`config.mk`:
```
export PLATFORM = sky130hd
export DESIGN_NAME = div_arbiter_flat
export DESIGN_NICKNAME = d
export VERILOG_FILES = /design/src/rtl/div_arbiter_pkg.sv /design/src/rtl/div_arbiter_if.sv /design/src/rtl/div_arbiter_rr_arb2.sv /design/src/rtl/div_arbiter.sv /design/src/flat_wrapper.sv
export SDC_FILE = /design/constraint.sdc
export NUM_CORES = 1
export LEC_CHECK = 0
export CELL_PAD_IN_SITES_DETAIL_PLACEMENT = 0
export CELL_PAD_IN_SITES_GLOBAL_PLACEMENT = 2
export CORE_ASPECT_RATIO = 1.2
export CORE_MARGIN = 1.5
export CORE_UTILIZATION = 18
export CTS_BUF_LIST = sky130_fd_sc_hd__clkbuf_16
export DETAILED_ROUTE_END_ITERATION = 10
export PLACE_DENSITY = 0.87
export SETUP_SLACK_MARGIN = 0.02
export SYNTH_ARGS = -nofsm -noshare
export SYNTH_HDL_FRONTEND = slang
export SYNTH_SLANG_ARGS = --single-unit
```
`constraint.sdc`:
```
create_clock -name clk -period 1.7 [get_ports clk]
set_clock_uncertainty 0.15 [all_clocks]
set_input_delay 0.34 -clock clk [delete_from_list [all_inputs] [get_ports clk]]
set_output_delay 0.34 -clock clk [all_outputs]
set_load 0.02 [all_outputs]
```
`src/rtl/div_arbiter_pkg.sv`:
```
// Shared definitions for the two-requester divider arbiter: default width,
// FSM state encoding and a small grant-encoding helper.
package div_arbiter_pkg;

    localparam int DIV_WIDTH = 32;

    typedef enum logic [1:0] {
        IDLE  = 2'd0,
        ISSUE = 2'd1,
        WAIT  = 2'd2,
        RESP  = 2'd3
    } arb_state_e;

    function automatic logic [1:0] id2onehot(input logic id);
        return id ? 2'b10 : 2'b01;
    endfunction

endpackage

```
`src/rtl/div_arbiter_if.sv`:
```
// Bundle of request, divider and response signals around div_arbiter.
// The arbiter uses the slave modport; the surrounding system uses master.
interface div_arbiter_if
    import div_arbiter_pkg::*;
#(
    parameter int WIDTH = DIV_WIDTH
);

    logic             req0_valid;
    logic             req1_valid;
    logic             req0_signed;
    logic             req1_signed;
    logic [WIDTH-1:0] req0_x;
    logic [WIDTH-1:0] req0_y;
    logic [WIDTH-1:0] req1_x;
    logic [WIDTH-1:0] req1_y;
    logic             req0_ready;
    logic             req1_ready;

    logic             flush;
    logic             flush_id;

    logic             dv_valid;
    logic             dv_ready;
    logic             dv_signed;
    logic [WIDTH-1:0] dv_x;
    logic [WIDTH-1:0] dv_y;
    logic             dv_done;
    logic [WIDTH-1:0] dv_s;
    logic [WIDTH-1:0] dv_r;

    logic             resp_valid;
    logic             resp_id;
    logic [WIDTH-1:0] resp_q;
    logic [WIDTH-1:0] resp_r;
    logic             resp_ready;

    modport master (
        output req0_valid, req1_valid, req0_signed, req1_signed,
        output req0_x, req0_y, req1_x, req1_y,
        input  req0_ready, req1_ready,
        output flush, flush_id,
        input  dv_valid, dv_signed, dv_x, dv_y,
        output dv_ready, dv_done, dv_s, dv_r,
        input  resp_valid, resp_id, resp_q, resp_r,
        output resp_ready
    );

    modport slave (
        input  req0_valid, req1_valid, req0_signed, req1_signed,
        input  req0_x, req0_y, req1_x, req1_y,
        output req0_ready, req1_ready,
        input  flush, flush_id,
        output dv_valid, dv_signed, dv_x, dv_y,
        input  dv_ready, dv_done, dv_s, dv_r,
        output resp_valid, resp_id, resp_q, resp_r,
        input  resp_ready
    );

endinterface

```
`src/rtl/div_arbiter_rr_arb2.sv`:
```
// Two-way round-robin arbiter: the requester recorded as last served loses
// a tie. Priority only moves when the owner calls update_i.
module rr_arb2
    import div_arbiter_pkg::*;
(
    input  logic       clk,
    input  logic       reset,
    input  logic [1:0] req_i,
    input  logic       update_i,
    input  logic       update_id_i,
    output logic [1:0] gnt_o
);

    logic lastGnt_q;
    logic lastGnt_d;

    // Reset as if requester 1 was served last so requester 0 wins first.
    always_ff @(posedge clk) begin
        if (reset) begin
            lastGnt_q <= 1'b1;
        end else begin
            lastGnt_q <= lastGnt_d;
        end
    end

    always_comb begin
        lastGnt_d = lastGnt_q;
        if (update_i) begin
            lastGnt_d = update_id_i;
        end
    end

    always_comb begin
        gnt_o = req_i;
        if (req_i == 2'b11) begin
            gnt_o = id2onehot(~lastGnt_q);
        end
    end

endmodule

```
`src/rtl/div_arbiter.sv`:
```
// Shares one multi-cycle divider between two requesters, one operation at a
// time, with per-owner flush and round-robin fairness on result consumption.
module div_arbiter
    import div_arbiter_pkg::*;
#(
    parameter int WIDTH = DIV_WIDTH
) (
    input  logic          clk,
    input  logic          reset,
    div_arbiter_if.slave  bus
);

    arb_state_e       state_q, state_d;
    logic             owner_q, owner_d;
    logic             kill_q, kill_d;
    logic             signed_q, signed_d;
    logic [WIDTH-1:0] x_q, x_d;
    logic [WIDTH-1:0] y_q, y_d;
    logic [WIDTH-1:0] resQ_q, resQ_d;
    logic [WIDTH-1:0] resR_q, resR_d;

    logic [1:0]       reqEff;
    logic [1:0]       gnt;
    logic             flushHit;
    logic             rrUpdate;

    // A flush aimed at a requester also masks that requester's new request.
    assign reqEff[0] = bus.req0_valid & ~(bus.flush & ~bus.flush_id);
    assign reqEff[1] = bus.req1_valid & ~(bus.flush &  bus.flush_id);
    assign flushHit  = bus.flush & (bus.flush_id == owner_q);

    rr_arb2 u_rr_arb2 (
        .clk         (clk),
        .reset       (reset),
        .req_i       (reqEff),
        .update_i    (rrUpdate),
        .update_id_i (owner_q),
        .gnt_o       (gnt)
    );

    always_ff @(posedge clk) begin
        if (reset) begin
            state_q  <= IDLE;
            owner_q  <= 1'b0;
            kill_q   <= 1'b0;
            signed_q <= 1'b0;
            x_q      <= '0;
            y_q      <= '0;
            resQ_q   <= '0;
            resR_q   <= '0;
        end else begin
            state_q  <= state_d;
            owner_q  <= owner_d;
            kill_q   <= kill_d;
            signed_q <= signed_d;
            x_q      <= x_d;
            y_q      <= y_d;
            resQ_q   <= resQ_d;
            resR_q   <= resR_d;
        end
    end

    always_comb begin
        state_d  = state_q;
        owner_d  = owner_q;
        kill_d   = kill_q;
        signed_d = signed_q;
        x_d      = x_q;
        y_d      = y_q;
        resQ_d   = resQ_q;
        resR_d   = resR_q;
        rrUpdate = 1'b0;

        case (state_q)
            IDLE: begin
                if (gnt != 2'b00) begin
                    owner_d  = gnt[1];
                    signed_d = gnt[1] ? bus.req1_signed : bus.req0_signed;
                    x_d      = gnt[1] ? bus.req1_x : bus.req0_x;
                    y_d      = gnt[1] ? bus.req1_y : bus.req0_y;
                    kill_d   = 1'b0;
                    state_d  = ISSUE;
                end
            end
            ISSUE: begin
                // If the divider took the start as we were flushed, its
                // result still arrives and has to be swallowed in WAIT.
                if (flushHit && !bus.dv_ready) begin
                    state_d = IDLE;
                end else if (bus.dv_ready) begin
                    kill_d  = flushHit;
                    state_d = WAIT;
                end
            end
            WAIT: begin
                if (flushHit) begin
                    kill_d = 1'b1;
                end
                if (bus.dv_done) begin
                    if (kill_q || flushHit) begin
                        kill_d  = 1'b0;
                        state_d = IDLE;
                    end else begin
                        resQ_d  = bus.dv_s;
                        resR_d  = bus.dv_r;
                        state_d = RESP;
                    end
                end
            end
            RESP: begin
                if (flushHit) begin
                    state_d = IDLE;
                end else if (bus.resp_ready) begin
                    rrUpdate = 1'b1;
                    state_d  = IDLE;
                end
            end
            default: begin
                state_d = IDLE;
            end
        endcase
    end

    assign bus.req0_ready = (state_q == IDLE) & gnt[0];
    assign bus.req1_ready = (state_q == IDLE) & gnt[1];

    assign bus.dv_valid   = (state_q == ISSUE);
    assign bus.dv_signed  = signed_q;
    assign bus.dv_x       = x_q;
    assign bus.dv_y       = y_q;

    assign bus.resp_valid = (state_q == RESP);
    assign bus.resp_id    = owner_q;
    assign bus.resp_q     = resQ_q;
    assign bus.resp_r     = resR_q;

endmodule

```
`src/flat_wrapper.sv`:
```
// flat-port wrapper written by rule: the top's interface ports become plain ports
module div_arbiter_flat import div_arbiter_pkg::*;
#(
    parameter int WIDTH = DIV_WIDTH
)
  (clk, reset, bus_req0_valid, bus_req1_valid, bus_req0_signed, bus_req1_signed, bus_req0_x, bus_req0_y, bus_req1_x, bus_req1_y, bus_req0_ready, bus_req1_ready, bus_flush, bus_flush_id, bus_dv_valid, bus_dv_signed, bus_dv_x, bus_dv_y, bus_dv_ready, bus_dv_done, bus_dv_s, bus_dv_r, bus_resp_valid, bus_resp_id, bus_resp_q, bus_resp_r, bus_resp_ready);
  div_arbiter_if #(.WIDTH(WIDTH)) bus_i ();
  input  logic clk;
  input  logic reset;
  input wire logic [$bits(bus_i.req0_valid)-1:0] bus_req0_valid;
  input wire logic [$bits(bus_i.req1_valid)-1:0] bus_req1_valid;
  input wire logic [$bits(bus_i.req0_signed)-1:0] bus_req0_signed;
  input wire logic [$bits(bus_i.req1_signed)-1:0] bus_req1_signed;
  input wire logic [$bits(bus_i.req0_x)-1:0] bus_req0_x;
  input wire logic [$bits(bus_i.req0_y)-1:0] bus_req0_y;
  input wire logic [$bits(bus_i.req1_x)-1:0] bus_req1_x;
  input wire logic [$bits(bus_i.req1_y)-1:0] bus_req1_y;
  output wire logic [$bits(bus_i.req0_ready)-1:0] bus_req0_ready;
  output wire logic [$bits(bus_i.req1_ready)-1:0] bus_req1_ready;
  input wire logic [$bits(bus_i.flush)-1:0] bus_flush;
  input wire logic [$bits(bus_i.flush_id)-1:0] bus_flush_id;
  output wire logic [$bits(bus_i.dv_valid)-1:0] bus_dv_valid;
  output wire logic [$bits(bus_i.dv_signed)-1:0] bus_dv_signed;
  output wire logic [$bits(bus_i.dv_x)-1:0] bus_dv_x;
  output wire logic [$bits(bus_i.dv_y)-1:0] bus_dv_y;
  input wire logic [$bits(bus_i.dv_ready)-1:0] bus_dv_ready;
  input wire logic [$bits(bus_i.dv_done)-1:0] bus_dv_done;
  input wire logic [$bits(bus_i.dv_s)-1:0] bus_dv_s;
  input wire logic [$bits(bus_i.dv_r)-1:0] bus_dv_r;
  output wire logic [$bits(bus_i.resp_valid)-1:0] bus_resp_valid;
  output wire logic [$bits(bus_i.resp_id)-1:0] bus_resp_id;
  output wire logic [$bits(bus_i.resp_q)-1:0] bus_resp_q;
  output wire logic [$bits(bus_i.resp_r)-1:0] bus_resp_r;
  input wire logic [$bits(bus_i.resp_ready)-1:0] bus_resp_ready;
  assign bus_i.req0_valid = bus_req0_valid;
  assign bus_i.req1_valid = bus_req1_valid;
  assign bus_i.req0_signed = bus_req0_signed;
  assign bus_i.req1_signed = bus_req1_signed;
  assign bus_i.req0_x = bus_req0_x;
  assign bus_i.req0_y = bus_req0_y;
  assign bus_i.req1_x = bus_req1_x;
  assign bus_i.req1_y = bus_req1_y;
  assign bus_req0_ready = bus_i.req0_ready;
  assign bus_req1_ready = bus_i.req1_ready;
  assign bus_i.flush = bus_flush;
  assign bus_i.flush_id = bus_flush_id;
  assign bus_dv_valid = bus_i.dv_valid;
  assign bus_dv_signed = bus_i.dv_signed;
  assign bus_dv_x = bus_i.dv_x;
  assign bus_dv_y = bus_i.dv_y;
  assign bus_i.dv_ready = bus_dv_ready;
  assign bus_i.dv_done = bus_dv_done;
  assign bus_i.dv_s = bus_dv_s;
  assign bus_i.dv_r = bus_dv_r;
  assign bus_resp_valid = bus_i.resp_valid;
  assign bus_resp_id = bus_i.resp_id;
  assign bus_resp_q = bus_i.resp_q;
  assign bus_resp_r = bus_i.resp_r;
  assign bus_i.resp_ready = bus_resp_ready;
  div_arbiter #(.WIDTH(WIDTH)) u_core (.clk(clk), .reset(reset), .bus(bus_i));
endmodule
```
After elaboration in Yosys (flattened, before gate mapping)
Index checks and enable logic that the tools add are counted.
{"block": "classes", "eq_ne": 11, "n_mux": 23, "bitwise_logic": 11, "n_reduce_logical": 10}
{"operator": "2-to-1 mux 32 bit", "count": 2}
{"operator": "2-to-1 mux 2 bit", "count": 9}
{"operator": "2-to-1 mux 1 bit", "count": 10}
{"operator": "one-hot mux 2 bit (4 select lines)", "count": 1}
{"operator": "AND reduction 4 bit", "count": 2}
{"operator": "AND 1 bit", "count": 7}
{"operator": "== test 2 bit, second input constant", "count": 3}
{"operator": "inequality test 3 x 1 -> 1 bit, second input constant", "count": 2}
{"operator": "inequality test 2 x 1 -> 1 bit, second input constant", "count": 2}
{"operator": "inequality test 2 bit, second input constant", "count": 2}
{"operator": "NOT 1 bit", "count": 4}
{"operator": "one-hot mux 1 bit (3 select lines)", "count": 1}
{"operator": "AND reduction 3 bit", "count": 1}
{"operator": "nonzero test 3 bit", "count": 1}
{"operator": "== test 2 x 1 -> 1 bit, second input constant", "count": 1}
{"operator": "logical NOT 2 bit", "count": 1}
{"operator": "AND reduction 2 bit", "count": 1}
{"operator": "nonzero test 2 bit", "count": 1}
{"operator": "== test 1 bit", "count": 1}
{"operator": "logical AND 1 bit", "count": 1}
{"operator": "logical NOT 1 bit", "count": 1}
{"operator": "logical OR 1 bit", "count": 1}
{"block": "word_totals", "ff_bits": 134, "inputBits": 203}

Logic depth before layout (Yosys ltp)
{"block": "depth", "word_depth": 9, "ltp_mapped": 8}

Cells and area by module
A second synthesis with hierarchy kept.
{"block": "hier_totals", "hier_cells": 622, "area_unflattened_um2": 5611.6}
{"module": "div_arbiter", "n_inst": 1, "cells_per_inst": 615, "area_each_um2": 5552.8}
{"module": "rr_arb2", "n_inst": 1, "cells_per_inst": 7, "area_each_um2": 58.8}

Worst setup path after synthesis
Ideal clock, no wire load.
{"block": "synth_timing", "path_type": "register -> register", "start": "register u_core.state_q[0]", "end": "register u_core.resQ_q[10] (netlist: u_core.bus.resp_q[10])", "setup_ns": 0.070, "t_arrival_ns": 1.483, "slack_ns": -0.003, "path_stages_with_launch": 9, "path_buffers": 2, "period_less_slack_ns": 1.703, "cell_sequence": "dfxtp_1 -> inv_1 -> ha_1 -> and3b_1 -> a21bo_2 -> buf_2 -> buf_2 -> nand2_1 -> a21oi_1"}
{"block": "synth_via", "elab_chain_len": 2}
{"item": "start: declaration", "line": "div_arbiter.sv:13", "rtl": "arb_state_e state_q, state_d;"}
{"item": "start signal: assignment", "line": "div_arbiter.sv:52", "rtl": "state_q <= state_d;"}
{"item": "== test 2 bit", "line": "div_arbiter.sv:74", "rtl": "case (state_q)"}
{"item": "AND reduction 3 bit (no line)"}
{"item": "end signal: assignment", "line": "div_arbiter.sv:58", "rtl": "resQ_q <= resQ_d;"}
{"item": "end: declaration", "line": "div_arbiter.sv:19", "rtl": "logic [WIDTH-1:0] resQ_q, resQ_d;"}
Every way passes these cells.
A chain may end at the register's enable or synchronous reset.

Final worst setup path
{"block": "layout_timing", "start": "register u_core.state_q[0]", "end": "register u_core.resR_q[24] (netlist: u_core.bus.resp_r[24])"}
{"block": "layout_via", "elab_chain_len": 2}
{"item": "== test 2 bit", "line": "div_arbiter.sv:74"}
{"item": "AND reduction 3 bit (no line)"}
{"item": "end signal: assignment", "line": "div_arbiter.sv:59", "rtl": "resR_q <= resR_d;"}
{"item": "end: declaration", "line": "div_arbiter.sv:20", "rtl": "logic [WIDTH-1:0] resR_q, resR_d;"}
Every way passes these cells.

==> results.md <==
- CTS H-tree lvls: 4
- Drt via density: 4.368
- RSZ-0062 raised after global routing: yes
- Critical Path Start: u_core.state_q[0]
- PortBufs: ~340
- R2r setup slk: -0.14 ns
- WL/cell: ~18 um
- Top cell type by total area after synthesis: dfxtp_1
- First-pass GRT wire length: approximately 38000 um
- Finished Cell Area: approximately 13000 um2
- R2R Path End: u_core.bus.resp_r[24]
- Setup violation total in the final timing report: roughly 110
- CP Cell Sequence: inv_2, buf_6, ha_4, and3b_2, a21boi_4, buf_12, buf_8, buf_16, nand2_2, a21oi_2
- Cells on Worst Hold Path: 2
- Worst Hold Class: primary input to flip-flop
- Area of the multi-input gates: ~3600 um2
- CP endpoint kind: flip-flop
- CTS Buf Count: 17
- Data arrival time of the critical path: ~2 ns
- Status: finished with violations
- HP Start: reset
- Cell row count: 70
- EDFF count, synth: 0
- Vias after detailed routing: between 6k and 7k
- Max_cap viols: 0
- End of the critical path: u_core.bus.resp_r[24]
- Synth Instances: 700
- Synth-to-layout area growth: 123.3%
- Worst-path fanout max: 7
- RR Startpoint: u_core.state_q[0]
- Slowest stage cell on the critical path: dfxtp_2
- Pins Over Slew Limit: 0
- NumNets Final: between 1k and 1.5k
- Clock Pin Slew Worst Setup and Hold Paths: approximately 0.060 ns
- Detailed Route WL: around 27000 um
- Final hold vios: 0
- Clk sinks: ~130
- Initial DRT Pass Iterations: 4
- Die area: 32430 um2
- Syn Area/Cell: a little over 8 um2
- Number of cells on the critical path: 10
- Delay-heaviest family, CP: buffers and inverters
- Peak supply drop: approximately 470 uV
- Clock tree buffer depth: 2
- Largest cells by area after synthesis: dfxtp_1 48%, nand2_1 17%, a311oi_1 6.7%
- Startpoint Class: flip-flop
- Starting density of the core: 18.41%
- Synth top area share: around 48%
- Fill cell count: about 3k
- Core area: 30650 um2
- Peak Freq: between 500 and 600 MHz
- Post-place instance area: 9723 um2
- Slew headroom: 76.13%
- Leak: ~5.3 nW
- TritonCTS clock tree: done
- Worst Path Buf+Inv: 5
- Asr flop ratio synth: 0%
- Slowest stage delay, CP: about 0.33 ns
- Unique masters post-synth: a little over 40
- Required time of the critical path: around 1.9 ns
- Power density over cell area: between 900 and 1000 nW/um2
- Crit share post-route: 108.5%
- Yosys reg bits: between 100 and 150
- Root Driver: clkbuf_16
- Synthesis warning total: 0
- Top_reg_cell synth: dfxtp_1
- # DRC: 0
- Die Span Y: just under 200 um
- Reg area: 2686 um2
- Worst Reg-to-Reg Cells: 10
- Fraction of final layout cells sized beyond drive strength 1: between 30% and 40%
- Synth Net Count: just over 900
- Post-detail-place hpwl: around 16000 um
- Overall global routing resource usage: ~16%
- Initial antenna violation count: 1
- Final hold slack: 0.09331 ns
- Fin util: between 40% and 50%
- Pin count of the biggest net entering global routing: 32
- Seq/Total Area, Yosys: between 40% and 50%
- Grt ovf: 0
- Vias in the first global route: about 6.6k
- Final worst slack: -0.1442 ns
- Clk_lat worst skew: between 0.4 and 0.5 ns
- Gpl congestion: between 0.7 and 0.8
- Period minus WS final: 1.844 ns
- Post-synthesis instance area: between 5000 and 6000 um2
- Die W: about 160 um
- Ports: 337
- Slew @ Worst Pin: ~0.35 ns
- Failing checks: setup timing
- Final ANT Viol Nets: 0
- First DRT Iteration DRCs: between 150 and 200
- WS Path Type: flip-flop to flip-flop
## layout make-up
| cell class | instances | share of cell area [%] |
|---|---|---|
| antenna | 1 | 0.01985 |
| timing repair buffer | 463 | 41.21 |
| sequential | 134 | 21.31 |
| clock buffer | 17 | 3.375 |
| inverter | 6 | 0.1787 |
| multi-input combinational | 502 | 28.50 |
| clock inverter | 15 | 1.479 |
| tap | 396 | 3.931 |
## logic make-up after synthesis
| family | count (synthesis) | share of synthesized area (%) |
|---|---|---|
| compound gates | 149 | 21.06 |
| simple gates | 346 | 24.36 |
| fa+ha+maj | 4 | 0.8868 |
| mux | 1 | 0.1774 |
| flops | 134 | 47.53 |
| xor+xnor | 1 | 0.1552 |
| buf+inv | 65 | 5.830 |
## cells in the final DEF (no fill, tap or decap), types with 2 or more instances in the layout
cell	instances
clkdlybuf4s50_1	197
clkinvlp_4	3
a311oi_2	41
dfxtp_1	131
bufinv_16	4
ha_4	4
o21ai_1	2
nor2_2	23
a311oi_1	24
clkinv_1	3
clkdlybuf4s15_2	2
buf_12	26
buf_8	12
nor2b_1	2
nand2_4	38
clkinv_2	3
nand2b_4	2
nor2_1	33
buf_16	17
inv_1	3
clkdlybuf4s15_1	7
clkbuf_16	26
buf_2	3
o221a_4	2
a21boi_4	2
a21oi_2	49
nand2_1	195
dlygate4sd2_1	117
a21oi_1	17
inv_2	3
clkbuf_2	5
buf_6	35
buf_4	31
dfxtp_2	3
nand2_2	30
clkinv_4	2
nor2_4	13
## per-stage QoR
| step | instances | worst slack [ns] | power, mW | TNS (ns) |
|---|---|---|---|---|
| after detailed placement | 1424 | -0.8000 | 7.102 | -90.67 |
| after CTS | 1522 | -0.1764 | 12.29 | -10.31 |
| after floorplan | 700 | -0.003310 | 5.400 | -0.1986 |
| final | 1534 | -0.1442 | 12.51 | -7.055 |
| after global placement | 1424 | -0.7837 | 7.088 | -85.16 |
| after global routing | 1534 | -0.1873 | 13.11 | -14.06 |
## layer usage
metal | part of all wire [%] | track usage, %
met5 | 0 | 0
met4 | 2.1 | 5.539
met3 | 6.0 | 4.419
met2 | 54 | 29.13
met1 | 38 | 16.84
## worst min path at each step
stage,to,slack [ns]
after floorplan,u_core.bus.resp_q[0],0.33
after global placement,u_core.bus.resp_q[2],0.29
after detailed placement,u_core.bus.resp_r[12],0.30
after CTS,u_core.state_q[0],0.08
after global routing,u_core.bus.resp_q[20],0.08
final,u_core.bus.resp_q[20],0.09
## worst register-to-register path: stages (launching register included)
cell and delay [ns]:
dfxtp_2 0.33, inv_2 0.08, buf_6 0.10, ha_4 0.11, and3b_2 0.19, a21boi_4 0.20
buf_12 0.16, buf_8 0.14, buf_16 0.14, nand2_2 0.07, a21oi_2 0.12
## Yosys cell counts (all sizes together), types with 3 or more instances
library cell / instances
nand2: 263
dfxtp: 134
nor2: 69
a21oi: 66
a311oi: 65
buf: 41
clkbuf: 18
inv: 6
ha: 4
a21boi: 3
nand2b: 3
nor2b: 3
o21ai: 3
## state kept, by name, indices dropped and copies added, names as in the netlist
register	cells
u_core.bus.resp_id	1
u_core.bus.resp_q	32
u_core.state_q	2
u_core.bus.dv_y	32
u_core.u_rr_arb2.lastGnt_q	1
u_core.bus.dv_signed	1
u_core.bus.dv_x	32
u_core.bus.resp_r	32
u_core.kill_q	1
## report_power, final
part           switching, mW  internal, mW  total, mW  leakage [nW]
sequential             0.241          3.51       3.75          1.10
clock                   1.55          2.43       3.98         0.291
combinational           2.23          2.55       4.79          3.92
total                   4.02          8.49       12.5          5.30
## timing repair
item / CTS / global route
gates resized for setup: 349 / 187
setup buffers: 40 / 15
hold buffers: 0 / 0
cloned: 27 / 10
pin swaps: 93 / 91
setup endpoints to repair: 267 / 147
Power figures use the tool's default switching activity.
